<file path="src/rtl/uart_rx_pkg.sv">
// Shared definitions for the parametrised UART receiver: parity encoding,
// register map, FSM state enum and error bit positions.
package uart_rx_pkg;

  typedef enum logic [1:0] {
    PAR_NONE = 2'b00,
    PAR_EVEN = 2'b01,
    PAR_ODD  = 2'b10,
    PAR_RSVD = 2'b11
  } parity_e;

  typedef enum logic [2:0] {
    ST_IDLE,
    ST_START,
    ST_DATA,
    ST_PARITY,
    ST_STOP1,
    ST_STOP2,
    ST_BREAK_WAIT
  } rx_state_e;

  localparam logic [3:0] ADDR_FRAME  = 4'b0100;
  localparam logic [3:0] ADDR_DIV_LO = 4'b0101;
  localparam logic [3:0] ADDR_DIV_HI = 4'b0110;

  localparam int ERR_PARITY  = 0;
  localparam int ERR_FRAMING = 1;
  localparam int ERR_OVERRUN = 2;

  function automatic logic majority3(input logic a, input logic b, input logic c);
    return (a & b) | (a & c) | (b & c);
  endfunction

endpackage

</file>
<file path="src/rtl/uart_rx_param_if.sv">
// Configuration write bus and received-word/error output bundle of uart_rx_param.
// Handshakes: a config write happens on a cycle with c_valid & c_ready; a word
// moves on a cycle with valid_out & out_ready, and out is held while valid_out & !out_ready.
// error is meaningful only in the single cycle valid_error is high.
interface uart_rx_param_if #(
  parameter int WIDTH_CONFIG_ADDR = 4,
  parameter int WIDTH_CONFIG_DATA = 8,
  parameter int MAX_DATABITS      = 9,
  parameter int WIDTH_ERROR       = 3
);
  logic [WIDTH_CONFIG_ADDR-1:0] c_addr;
  logic [WIDTH_CONFIG_DATA-1:0] c_data;
  logic                         c_valid;
  logic                         c_ready;
  logic [MAX_DATABITS-1:0]      out;
  logic                         valid_out;
  logic                         out_ready;
  logic [WIDTH_ERROR-1:0]       error;
  logic                         valid_error;

  modport master (
    output c_addr, c_data, c_valid, out_ready,
    input  c_ready, out, valid_out, error, valid_error
  );

  modport slave (
    input  c_addr, c_data, c_valid, out_ready,
    output c_ready, out, valid_out, error, valid_error
  );
endinterface

</file>
<file path="src/rtl/uart_rx_fifo.sv">
// Small synchronous FIFO for received words; output reads as zero while empty.
module uart_rx_fifo #(
  parameter int WIDTH = 9,
  parameter int AW    = 3
) (
  input  logic             clk,
  input  logic             rst,
  input  logic             push_i,
  input  logic [WIDTH-1:0] wdata_i,
  input  logic             pop_i,
  output logic [WIDTH-1:0] rdata_o,
  output logic             full_o,
  output logic             empty_o
);
  localparam int DEPTH = 2 ** AW;

  logic [WIDTH-1:0] mem_q [DEPTH];
  logic [AW-1:0]    wr_ptr_q, wr_ptr_d;
  logic [AW-1:0]    rd_ptr_q, rd_ptr_d;
  logic [AW:0]      cnt_q, cnt_d;
  logic             do_push, do_pop;

  assign empty_o = (cnt_q == '0);
  assign full_o  = (cnt_q == (AW+1)'(DEPTH));
  assign do_pop  = pop_i && !empty_o;
  // A pop in the same cycle frees the slot, so a push into a full FIFO is legal then.
  assign do_push = push_i && (!full_o || do_pop);
  assign rdata_o = empty_o ? '0 : mem_q[rd_ptr_q];

  always_comb begin
    wr_ptr_d = wr_ptr_q;
    rd_ptr_d = rd_ptr_q;
    cnt_d    = cnt_q;
    if (do_push) wr_ptr_d = wr_ptr_q + AW'(1);
    if (do_pop)  rd_ptr_d = rd_ptr_q + AW'(1);
    if (do_push && !do_pop) cnt_d = cnt_q + (AW+1)'(1);
    else if (do_pop && !do_push) cnt_d = cnt_q - (AW+1)'(1);
  end

  always_ff @(posedge clk or posedge rst) begin
    if (rst) begin
      wr_ptr_q <= '0;
      rd_ptr_q <= '0;
      cnt_q    <= '0;
    end else begin
      wr_ptr_q <= wr_ptr_d;
      rd_ptr_q <= rd_ptr_d;
      cnt_q    <= cnt_d;
    end
  end

  always_ff @(posedge clk) begin
    if (do_push) mem_q[wr_ptr_q] <= wdata_i;
  end
endmodule

</file>
<file path="src/rtl/uart_rx_param.sv">
// Parametrised UART receiver: oversampled start/data/parity/stop decoding, runtime
// frame format and divisor, ready/valid output. UART_RX_FIFO_EN selects a FIFO over a holding register.
module uart_rx_param
  import uart_rx_pkg::*;
#(
  parameter int          WIDTH_CONFIG_ADDR = 4,
  parameter int          WIDTH_CONFIG_DATA = 8,
  parameter int          MAX_DATABITS      = 9,
  parameter int          OVERSAMPLE        = 16,
  parameter logic [15:0] DEFAULT_DIV       = 16'd26,
  parameter int          FIFO_AW           = 3,
  parameter int          WIDTH_ERROR       = 3
) (
  input  logic           clk,
  input  logic           rst_n,
  input  logic           in,
  uart_rx_param_if.slave bus,
  output rx_state_e      dbg_state_o
);
  localparam int NBW = $clog2(MAX_DATABITS + 1);
  localparam int PW  = $clog2(OVERSAMPLE);
  localparam logic [PW-1:0]  PH_EARLY = PW'(OVERSAMPLE / 2 - 1);
  localparam logic [PW-1:0]  PH_MID   = PW'(OVERSAMPLE / 2);
  localparam logic [PW-1:0]  PH_LATE  = PW'(OVERSAMPLE / 2 + 1);
  localparam logic [PW-1:0]  PH_LAST  = PW'(OVERSAMPLE - 1);
  localparam logic [NBW-1:0] RST_NBITS = NBW'(8);

  rx_state_e state_q, state_d;

  logic [2:0] sync_q;
  logic       in_s, fall;

  parity_e          cfg_par_q, cfg_par_d, frm_par_q, frm_par_d;
  logic             cfg_stop2_q, cfg_stop2_d, frm_stop2_q, frm_stop2_d;
  logic [NBW-1:0]   cfg_nbits_q, cfg_nbits_d, frm_nbits_q, frm_nbits_d;
  logic [15:0]      cfg_div_q, cfg_div_d, frm_div_q, frm_div_d;
  logic [4:0]       nb_req;
  logic             cfg_we;

  logic [15:0]             tick_cnt_q, tick_cnt_d;
  logic [PW-1:0]           phase_q, phase_d;
  logic [2:0]              smp_q, smp_d;
  logic [NBW-1:0]          bit_cnt_q, bit_cnt_d;
  logic [MAX_DATABITS-1:0] data_q, data_d;
  logic                    par_err_q, par_err_d;

  logic tick, at_vote, bit_end, vote_live, vote_held, parity_en;
  logic eof, eof_frm_err, eof_par_err, frame_ok;
  logic push, pop, overrun, report;

  logic [WIDTH_ERROR-1:0] err_q, err_d, err_bits;
  logic                   verr_q, verr_d;

  // Line synchroniser; the third stage only feeds falling-edge detection.
  always_ff @(posedge clk or posedge rst_n) begin
    if (rst_n) sync_q <= 3'b111;
    else       sync_q <= {sync_q[1:0], in};
  end
  assign in_s = sync_q[1];
  assign fall = sync_q[2] && !sync_q[1];

  assign bus.c_ready = (state_q == ST_IDLE);
  assign dbg_state_o = state_q;
  assign cfg_we      = bus.c_valid && bus.c_ready;

  always_comb begin
    cfg_par_d   = cfg_par_q;
    cfg_stop2_d = cfg_stop2_q;
    cfg_nbits_d = cfg_nbits_q;
    cfg_div_d   = cfg_div_q;
    nb_req      = {1'b0, bus.c_data[6:3]} + 5'd5;
    if (cfg_we) begin
      if (bus.c_addr == WIDTH_CONFIG_ADDR'(ADDR_FRAME)) begin
        cfg_par_d   = parity_e'(bus.c_data[1:0]);
        cfg_stop2_d = bus.c_data[2];
        cfg_nbits_d = (nb_req > 5'(MAX_DATABITS)) ? NBW'(MAX_DATABITS) : NBW'(nb_req);
      end else if (bus.c_addr == WIDTH_CONFIG_ADDR'(ADDR_DIV_LO)) begin
        cfg_div_d[7:0] = bus.c_data[7:0];
      end else if (bus.c_addr == WIDTH_CONFIG_ADDR'(ADDR_DIV_HI)) begin
        cfg_div_d[15:8] = bus.c_data[7:0];
      end
    end
  end

  assign tick      = (tick_cnt_q == frm_div_q);
  assign at_vote   = tick && (phase_q == PH_LATE);
  assign bit_end   = tick && (phase_q == PH_LAST);
  assign vote_live = majority3(smp_q[0], smp_q[1], in_s);
  assign vote_held = majority3(smp_q[0], smp_q[1], smp_q[2]);
  assign parity_en = (frm_par_q == PAR_EVEN) || (frm_par_q == PAR_ODD);

  always_comb begin
    state_d     = state_q;
    frm_par_d   = frm_par_q;
    frm_stop2_d = frm_stop2_q;
    frm_nbits_d = frm_nbits_q;
    frm_div_d   = frm_div_q;
    tick_cnt_d  = tick ? 16'd0 : tick_cnt_q + 16'd1;
    phase_d     = phase_q;
    smp_d       = smp_q;
    bit_cnt_d   = bit_cnt_q;
    data_d      = data_q;
    par_err_d   = par_err_q;
    eof         = 1'b0;
    eof_frm_err = 1'b0;

    if (tick) begin
      phase_d = (phase_q == PH_LAST) ? '0 : phase_q + PW'(1);
      if (phase_q == PH_EARLY) smp_d[0] = in_s;
      if (phase_q == PH_MID)   smp_d[1] = in_s;
      if (phase_q == PH_LATE)  smp_d[2] = in_s;
    end

    case (state_q)
      ST_IDLE: begin
        if (fall) begin
          // Bit timing restarts on the edge; the frame format is frozen here.
          state_d     = ST_START;
          tick_cnt_d  = 16'd0;
          phase_d     = '0;
          frm_par_d   = cfg_par_q;
          frm_stop2_d = cfg_stop2_q;
          frm_nbits_d = cfg_nbits_q;
          frm_div_d   = cfg_div_q;
          bit_cnt_d   = '0;
          data_d      = '0;
          par_err_d   = 1'b0;
        end
      end
      ST_START: begin
        if (bit_end) state_d = vote_held ? ST_IDLE : ST_DATA;
      end
      ST_DATA: begin
        if (bit_end) begin
          data_d[bit_cnt_q] = vote_held;
          if (bit_cnt_q == frm_nbits_q - NBW'(1)) state_d = parity_en ? ST_PARITY : ST_STOP1;
          else bit_cnt_d = bit_cnt_q + NBW'(1);
        end
      end
      ST_PARITY: begin
        if (bit_end) begin
          par_err_d = vote_held != ((^data_q) ^ (frm_par_q == PAR_ODD));
          state_d   = ST_STOP1;
        end
      end
      ST_STOP1: begin
        if (at_vote) begin
          if (!vote_live) begin
            eof         = 1'b1;
            eof_frm_err = 1'b1;
            state_d     = ST_BREAK_WAIT;
          end else if (!frm_stop2_q) begin
            eof     = 1'b1;
            state_d = ST_IDLE;
          end
        end else if (bit_end) begin
          state_d = ST_STOP2;
        end
      end
      ST_STOP2: begin
        if (at_vote) begin
          eof         = 1'b1;
          eof_frm_err = !vote_live;
          state_d     = vote_live ? ST_IDLE : ST_BREAK_WAIT;
        end
      end
      ST_BREAK_WAIT: begin
        if (in_s) state_d = ST_IDLE;
      end
      default: state_d = ST_IDLE;
    endcase
  end

  always_ff @(posedge clk or posedge rst_n) begin
    if (rst_n) begin
      state_q     <= ST_IDLE;
      cfg_par_q   <= PAR_NONE;
      cfg_stop2_q <= 1'b0;
      cfg_nbits_q <= RST_NBITS;
      cfg_div_q   <= DEFAULT_DIV;
      frm_par_q   <= PAR_NONE;
      frm_stop2_q <= 1'b0;
      frm_nbits_q <= RST_NBITS;
      frm_div_q   <= DEFAULT_DIV;
      tick_cnt_q  <= '0;
      phase_q     <= '0;
      smp_q       <= 3'b111;
      bit_cnt_q   <= '0;
      data_q      <= '0;
      par_err_q   <= 1'b0;
    end else begin
      state_q     <= state_d;
      cfg_par_q   <= cfg_par_d;
      cfg_stop2_q <= cfg_stop2_d;
      cfg_nbits_q <= cfg_nbits_d;
      cfg_div_q   <= cfg_div_d;
      frm_par_q   <= frm_par_d;
      frm_stop2_q <= frm_stop2_d;
      frm_nbits_q <= frm_nbits_d;
      frm_div_q   <= frm_div_d;
      tick_cnt_q  <= tick_cnt_d;
      phase_q     <= phase_d;
      smp_q       <= smp_d;
      bit_cnt_q   <= bit_cnt_d;
      data_q      <= data_d;
      par_err_q   <= par_err_d;
    end
  end

  assign eof_par_err = eof && par_err_q;
  assign frame_ok    = eof && !eof_par_err && !eof_frm_err;

`ifdef UART_RX_FIFO_EN
  logic                    fifo_full, fifo_empty;
  logic [MAX_DATABITS-1:0] fifo_rdata;

  assign pop     = !fifo_empty && bus.out_ready;
  assign push    = frame_ok && (!fifo_full || pop);
  assign overrun = frame_ok && fifo_full && !pop;

  uart_rx_fifo #(
    .WIDTH (MAX_DATABITS),
    .AW    (FIFO_AW)
  ) u_fifo (
    .clk     (clk),
    .rst     (rst_n),
    .push_i  (push),
    .wdata_i (data_q),
    .pop_i   (pop),
    .rdata_o (fifo_rdata),
    .full_o  (fifo_full),
    .empty_o (fifo_empty)
  );

  assign bus.out       = fifo_rdata;
  assign bus.valid_out = !fifo_empty;
`else
  logic                    hold_valid_q, hold_valid_d;
  logic [MAX_DATABITS-1:0] hold_q, hold_d;

  assign pop     = hold_valid_q && bus.out_ready;
  assign push    = frame_ok && (!hold_valid_q || pop);
  assign overrun = frame_ok && hold_valid_q && !pop;

  always_comb begin
    hold_valid_d = hold_valid_q;
    hold_d       = hold_q;
    if (pop) hold_valid_d = 1'b0;
    if (push) begin
      hold_valid_d = 1'b1;
      hold_d       = data_q;
    end
  end

  always_ff @(posedge clk or posedge rst_n) begin
    if (rst_n) begin
      hold_valid_q <= 1'b0;
      hold_q       <= '0;
    end else begin
      hold_valid_q <= hold_valid_d;
      hold_q       <= hold_d;
    end
  end

  assign bus.out       = hold_q;
  assign bus.valid_out = hold_valid_q;
`endif

  assign report = eof_par_err || eof_frm_err || overrun;

  always_comb begin
    err_bits              = '0;
    err_bits[ERR_PARITY]  = eof_par_err;
    err_bits[ERR_FRAMING] = eof_frm_err;
    err_bits[ERR_OVERRUN] = overrun;
    err_d                 = report ? err_bits : err_q;
    verr_d                = report;
  end

  always_ff @(posedge clk or posedge rst_n) begin
    if (rst_n) begin
      err_q  <= '0;
      verr_q <= 1'b0;
    end else begin
      err_q  <= err_d;
      verr_q <= verr_d;
    end
  end

  assign bus.error       = err_q;
  assign bus.valid_error = verr_q;
endmodule

</file>
<file path="src/flat_wrapper.sv">
// flat-port wrapper written by rule: the top's interface ports become plain ports
module uart_rx_param_flat import uart_rx_pkg::*;
#(
  parameter int          WIDTH_CONFIG_ADDR = 4,
  parameter int          WIDTH_CONFIG_DATA = 8,
  parameter int          MAX_DATABITS      = 9,
  parameter int          OVERSAMPLE        = 16,
  parameter logic [15:0] DEFAULT_DIV       = 16'd26,
  parameter int          FIFO_AW           = 3,
  parameter int          WIDTH_ERROR       = 3
)
  (clk, rst_n, in, dbg_state_o, bus_c_addr, bus_c_data, bus_c_valid, bus_out_ready, bus_c_ready, bus_out, bus_valid_out, bus_error, bus_valid_error);
  uart_rx_param_if #(.WIDTH_CONFIG_ADDR(WIDTH_CONFIG_ADDR), .WIDTH_CONFIG_DATA(WIDTH_CONFIG_DATA), .MAX_DATABITS(MAX_DATABITS), .WIDTH_ERROR(WIDTH_ERROR)) bus_i ();
  input  logic clk;
  input  logic rst_n;
  input  logic in;
  output rx_state_e dbg_state_o;
  input wire logic [$bits(bus_i.c_addr)-1:0] bus_c_addr;
  input wire logic [$bits(bus_i.c_data)-1:0] bus_c_data;
  input wire logic [$bits(bus_i.c_valid)-1:0] bus_c_valid;
  input wire logic [$bits(bus_i.out_ready)-1:0] bus_out_ready;
  output wire logic [$bits(bus_i.c_ready)-1:0] bus_c_ready;
  output wire logic [$bits(bus_i.out)-1:0] bus_out;
  output wire logic [$bits(bus_i.valid_out)-1:0] bus_valid_out;
  output wire logic [$bits(bus_i.error)-1:0] bus_error;
  output wire logic [$bits(bus_i.valid_error)-1:0] bus_valid_error;
  assign bus_i.c_addr = bus_c_addr;
  assign bus_i.c_data = bus_c_data;
  assign bus_i.c_valid = bus_c_valid;
  assign bus_i.out_ready = bus_out_ready;
  assign bus_c_ready = bus_i.c_ready;
  assign bus_out = bus_i.out;
  assign bus_valid_out = bus_i.valid_out;
  assign bus_error = bus_i.error;
  assign bus_valid_error = bus_i.valid_error;
  uart_rx_param #(.WIDTH_CONFIG_ADDR(WIDTH_CONFIG_ADDR), .WIDTH_CONFIG_DATA(WIDTH_CONFIG_DATA), .MAX_DATABITS(MAX_DATABITS), .OVERSAMPLE(OVERSAMPLE), .DEFAULT_DIV(DEFAULT_DIV), .FIFO_AW(FIFO_AW), .WIDTH_ERROR(WIDTH_ERROR)) u_core (.clk(clk), .rst_n(rst_n), .in(in), .bus(bus_i), .dbg_state_o(dbg_state_o));
endmodule
</file>
<file path="config.mk">
export PLATFORM = sky130hd
export DESIGN_NAME = uart_rx_param_flat
export DESIGN_NICKNAME = d
export VERILOG_FILES = /design/src/rtl/uart_rx_pkg.sv /design/src/rtl/uart_rx_param_if.sv /design/src/rtl/uart_rx_fifo.sv /design/src/rtl/uart_rx_param.sv /design/src/flat_wrapper.sv
export SDC_FILE = /design/constraint.sdc
export NUM_CORES = 1
export LEC_CHECK = 0
export BUFFER_PORTS_ARGS = -buffer_cell sky130_fd_sc_hd__buf_4
export CAP_MARGIN = 20
export CORE_UTILIZATION = 32
export CTS_CLUSTER_SIZE = 24
export DETAILED_ROUTE_END_ITERATION = 8
export SYNTH_ARGS = -nofsm -noshare
export SYNTH_HDL_FRONTEND = slang
export SYNTH_HIERARCHICAL = 1
export SYNTH_SLANG_ARGS = --single-unit
</file>
<file path="constraint.sdc">
create_clock -name clk -period 3.45 [get_ports clk]
set_input_delay 0 -clock clk [delete_from_list [all_inputs] [get_ports clk]]
set_output_delay 0 -clock clk [all_outputs]
set_load 0.02 [all_outputs]
</file>
==> flow_metrics.env <==
export IMPL_yosysSeqAreaShare_pct=50.9
export IMPL_cts_tree="done"
export IMPL_hold_path_class="input port to register"
export IMPL_netlist_instances=493
export IMPL_powerDensity_nw_per_um2=666
export IMPL_timing_final_hold_violations=0
export IMPL_syn_to_final_growth_pct=18.2
export IMPL_synth_edf_count=0
export IMPL_drv_slew=0
export IMPL_critical_path_class="register to register"
export IMPL_grt_usage_pct=14.0
export IMPL_die_area_um2=16400
export IMPL_drc_errors=0
export IMPL_ctsResizeCount=0
export IMPL_fp_dieW_um=128
export IMPL_die_h_um=128
export IMPL_peakVddDrop_uv=300
export IMPL_drv_cap=0
export IMPL_synth_top_family_by_area="simple AND/OR/NAND/NOR gates"
export IMPL_synth_xor_area_share_pct=8.25
export IMPL_drtPass1Iterations=4
export IMPL_synth_area_mux_share_pct=7.22
export IMPL_min_period_over_period_pct=79.0
export IMPL_synthTopCellsByArea="dfrtp_1, dfstp_2, nand2_1"
export IMPL_ys_ff_latch=103
export IMPL_cts_made_buffers=9
export IMPL_htree_levels=3
export IMPL_num_rows=45
export IMPL_via_per_inst=4.86
export IMPL_totalWireLength_mm=10.6
export IMPL_cts_root_buf="clkbuf_16"
export IMPL_place_congestion=0.876
export IMPL_nets=573
export IMPL_postRouteAntennaNets=0
export IMPL_synth_top_area_cell="dfrtp_1"
export IMPL_worst_pin_slew_ns=0.633
export IMPL_yosys_area_share_simple_pct=18.5
export IMPL_port_buffers=34
export IMPL_synth_nets=522
export IMPL_cts_max_path_buffers=2
export IMPL_arrival_ns=2.97
export IMPL_clock_fmax_mhz=367
export IMPL_antenna_found_initial=0
export IMPL_crit_path_end_kind="register"
export IMPL_drive_gt1_share_pct=20.4
export IMPL_synth_fa_ha_area_share_pct=3.14
export IMPL_outcome="finished, final reports clean"
export IMPL_synthFlopType="dfrtp_1"
export IMPL_routedWlPerCell_um=13.9
export IMPL_path_max_fanout=14
export IMPL_placed_cells=728
export IMPL_synth_top_area_share_pct=43.7
export IMPL_slew_headroom_pct=57.4
export IMPL_fin_skew_ns=0.00985
export IMPL_setup_viol=0
export IMPL_overflow=0
export IMPL_synth_async_reset_ratio_pct=100
export IMPL_grt_max_degree=38
export IMPL_final_cells=760
export IMPL_holdWs_ns=0.0217
export IMPL_yosys_warnings=6
export IMPL_antenna_cells=0
export IMPL_numClockSinks=103
export IMPL_leakage_nw=2.80
export IMPL_synth_compound_area_share_pct=8.54
export IMPL_grt_pass1_vias=3718
export IMPL_ys_types=56
export IMPL_dpl_hpwl_mm=7.60
export IMPL_rsz0062_at_grt="false"
export IMPL_vias=3697
export IMPL_setup_tns_ns=0
export IMPL_clk_latency_ns=0.36
export IMPL_syn_area_per_cell_um2=10.3
export IMPL_postLayoutCoreUtil_pct=39.2
export IMPL_syn_area_um2=5100
export IMPL_cp_required_ns=3.69
export IMPL_grt_pass1_wl_mm=18.1
export IMPL_fin_crit_ns=2.73
export IMPL_r2r_slack_ns=0.72
export IMPL_synth_most_common_cell="nand2_1"
export IMPL_path_clk_slew_ns=0.07
export IMPL_drt_iter0_markers=164
export IMPL_initial_core_util_pct=33.2
export IMPL_synth_common_cells="nand2_1, dfrtp_1, xor2_1"
export IMPL_core_area_um2=15400
export IMPL_ios=35
export IMPL_startpoint_type="register"
## worst max-delay path, stage by stage, from the launching register on
cell           delay, ns
dfrtp_1             0.52
nor3_2              0.44
nand4b_1            0.28
or3_1               0.51
a21oi_1             0.22
a21oi_1             0.09
dlygate4sd3_1       0.55
## kinds of logic (layout without fill, tap and decap cells)
logic type,count (synthesis),after routing
muxes,33,33
and+or+nand+nor,194,194
xor gates and xnor gates,48,48
buffers and inverters,39,95
DFF,103,103
adders and majority gates,13,13
AOI/OAI and AO/OA,63,63
## routing by layer
metal | GRT usage (%) | part of all wire, % | up-vias
li1 | - | - | 1791
met1 | 18.3 | 48 | 1825
met2 | 22.4 | 47 | 66
met3 | 3.13 | 3.3 | 15
met4 | 6.02 | 1.8 | 0
met5 | 0 | 0 | -
## layout by cell type (no fill, tap or decap), types with 3 or more instances in the layout
cell and n:
a21oi_1 17, a22o_1 4, a31oi_1 3, a32o_1 7, and2_1 5, and3_1 6
and4_1 3, buf_4 40, clkbuf_16 9, dfrtp_1 89, dfstp_2 14, dlygate4sd3_1 16
ha_1 12, inv_1 22, inv_6 5, mux2_1 3, mux2_2 27, mux2i_1 3
nand2_1 98, nand3_1 17, nand4_1 3, nand4b_1 3, nor2_1 24, nor3_1 9
nor3b_1 3, nor4_1 3, o21ai_0 11, o31ai_1 5, or3_1 5, xnor2_1 20
xor2_1 28
## worst paths after layout
| path | startpoint | endpoint | cells after the start |
|---|---|---|---|
| setup / recovery | u_core/dbg_state_o[2]$_DFFE_PP0P_ | u_core/cfg_nbits_q[0]$_DFFE_PP0P_ | 6 |
| min in group asynchronous | rst_n | u_core/data_q[4]$_DFFE_PP0P_ | 3 |
| hold reg to reg | u_core/sync_q[0]$_DFF_PP1_ | u_core/sync_q[1]$_DFF_PP1_ | 0 |
| setup reg to reg | u_core/dbg_state_o[2]$_DFFE_PP0P_ | u_core/cfg_nbits_q[0]$_DFFE_PP0P_ | 6 |
| hold / removal | bus_out_ready | u_core/bus.valid_out$_DFFE_PP0P_ | 3 |
| max in group asynchronous | rst_n | u_core/cfg_div_q[3]$_DFFE_PP1P_ | 4 |
## state kept, by name (all words and copies together), names as in the netlist, 2 cells and up
name	cells
u_core/cfg_div_q	16
u_core/frm_div_q	16
u_core/tick_cnt_q	16
u_core/bus.out	9
u_core/data_q	9
u_core/bit_cnt_q	4
u_core/cfg_nbits_q	4
u_core/frm_nbits_q	4
u_core/phase_q	4
u_core/bus.error	3
u_core/dbg_state_o	3
u_core/smp_q	3
u_core/sync_q	3
u_core/cfg_par_q	2
u_core/frm_par_q	2
## per-stage QoR
step	total power, mW	setup WS, ns	instance area (µm²)
CTS	4.05	0.757	6020
global route	4.29	0.557	6020
global placement	2.98	0.990	5580
finish	4.01	0.724	6020
floorplan	2.71	0.769	5100
detailed placement	3.03	0.973	5580
## timing repair
action / in CTS / in global routing
buffers inserted: 0 / 0
endpoints found under the hold margin: 54 / 0
setup endpoints to repair: 0 / 0
hold buffers: 16 / 0
## area by class of cell
| cell class | instances | area [µm²] |
|---|---|---|
| Timing Repair Buffer | 56 | 460 |
| Inverter | 23 | 88.8 |
| Clock buffer | 9 | 225 |
| Sequential cell | 103 | 2590 |
| Tap cell | 211 | 264 |
| Clock inverter | 7 | 60.1 |
| Multi-Input combinational cell | 351 | 2330 |
| Fill cell | 1499 | 9350 |
## power breakdown
part	switching (mW)	internal (mW)	total, mW
Clock	0.487	0.507	0.993
Sequential	0.280	1.55	1.83
Combinational	0.643	0.540	1.18
Total	1.41	2.60	4.01
(Power assumes the default switching activity.)
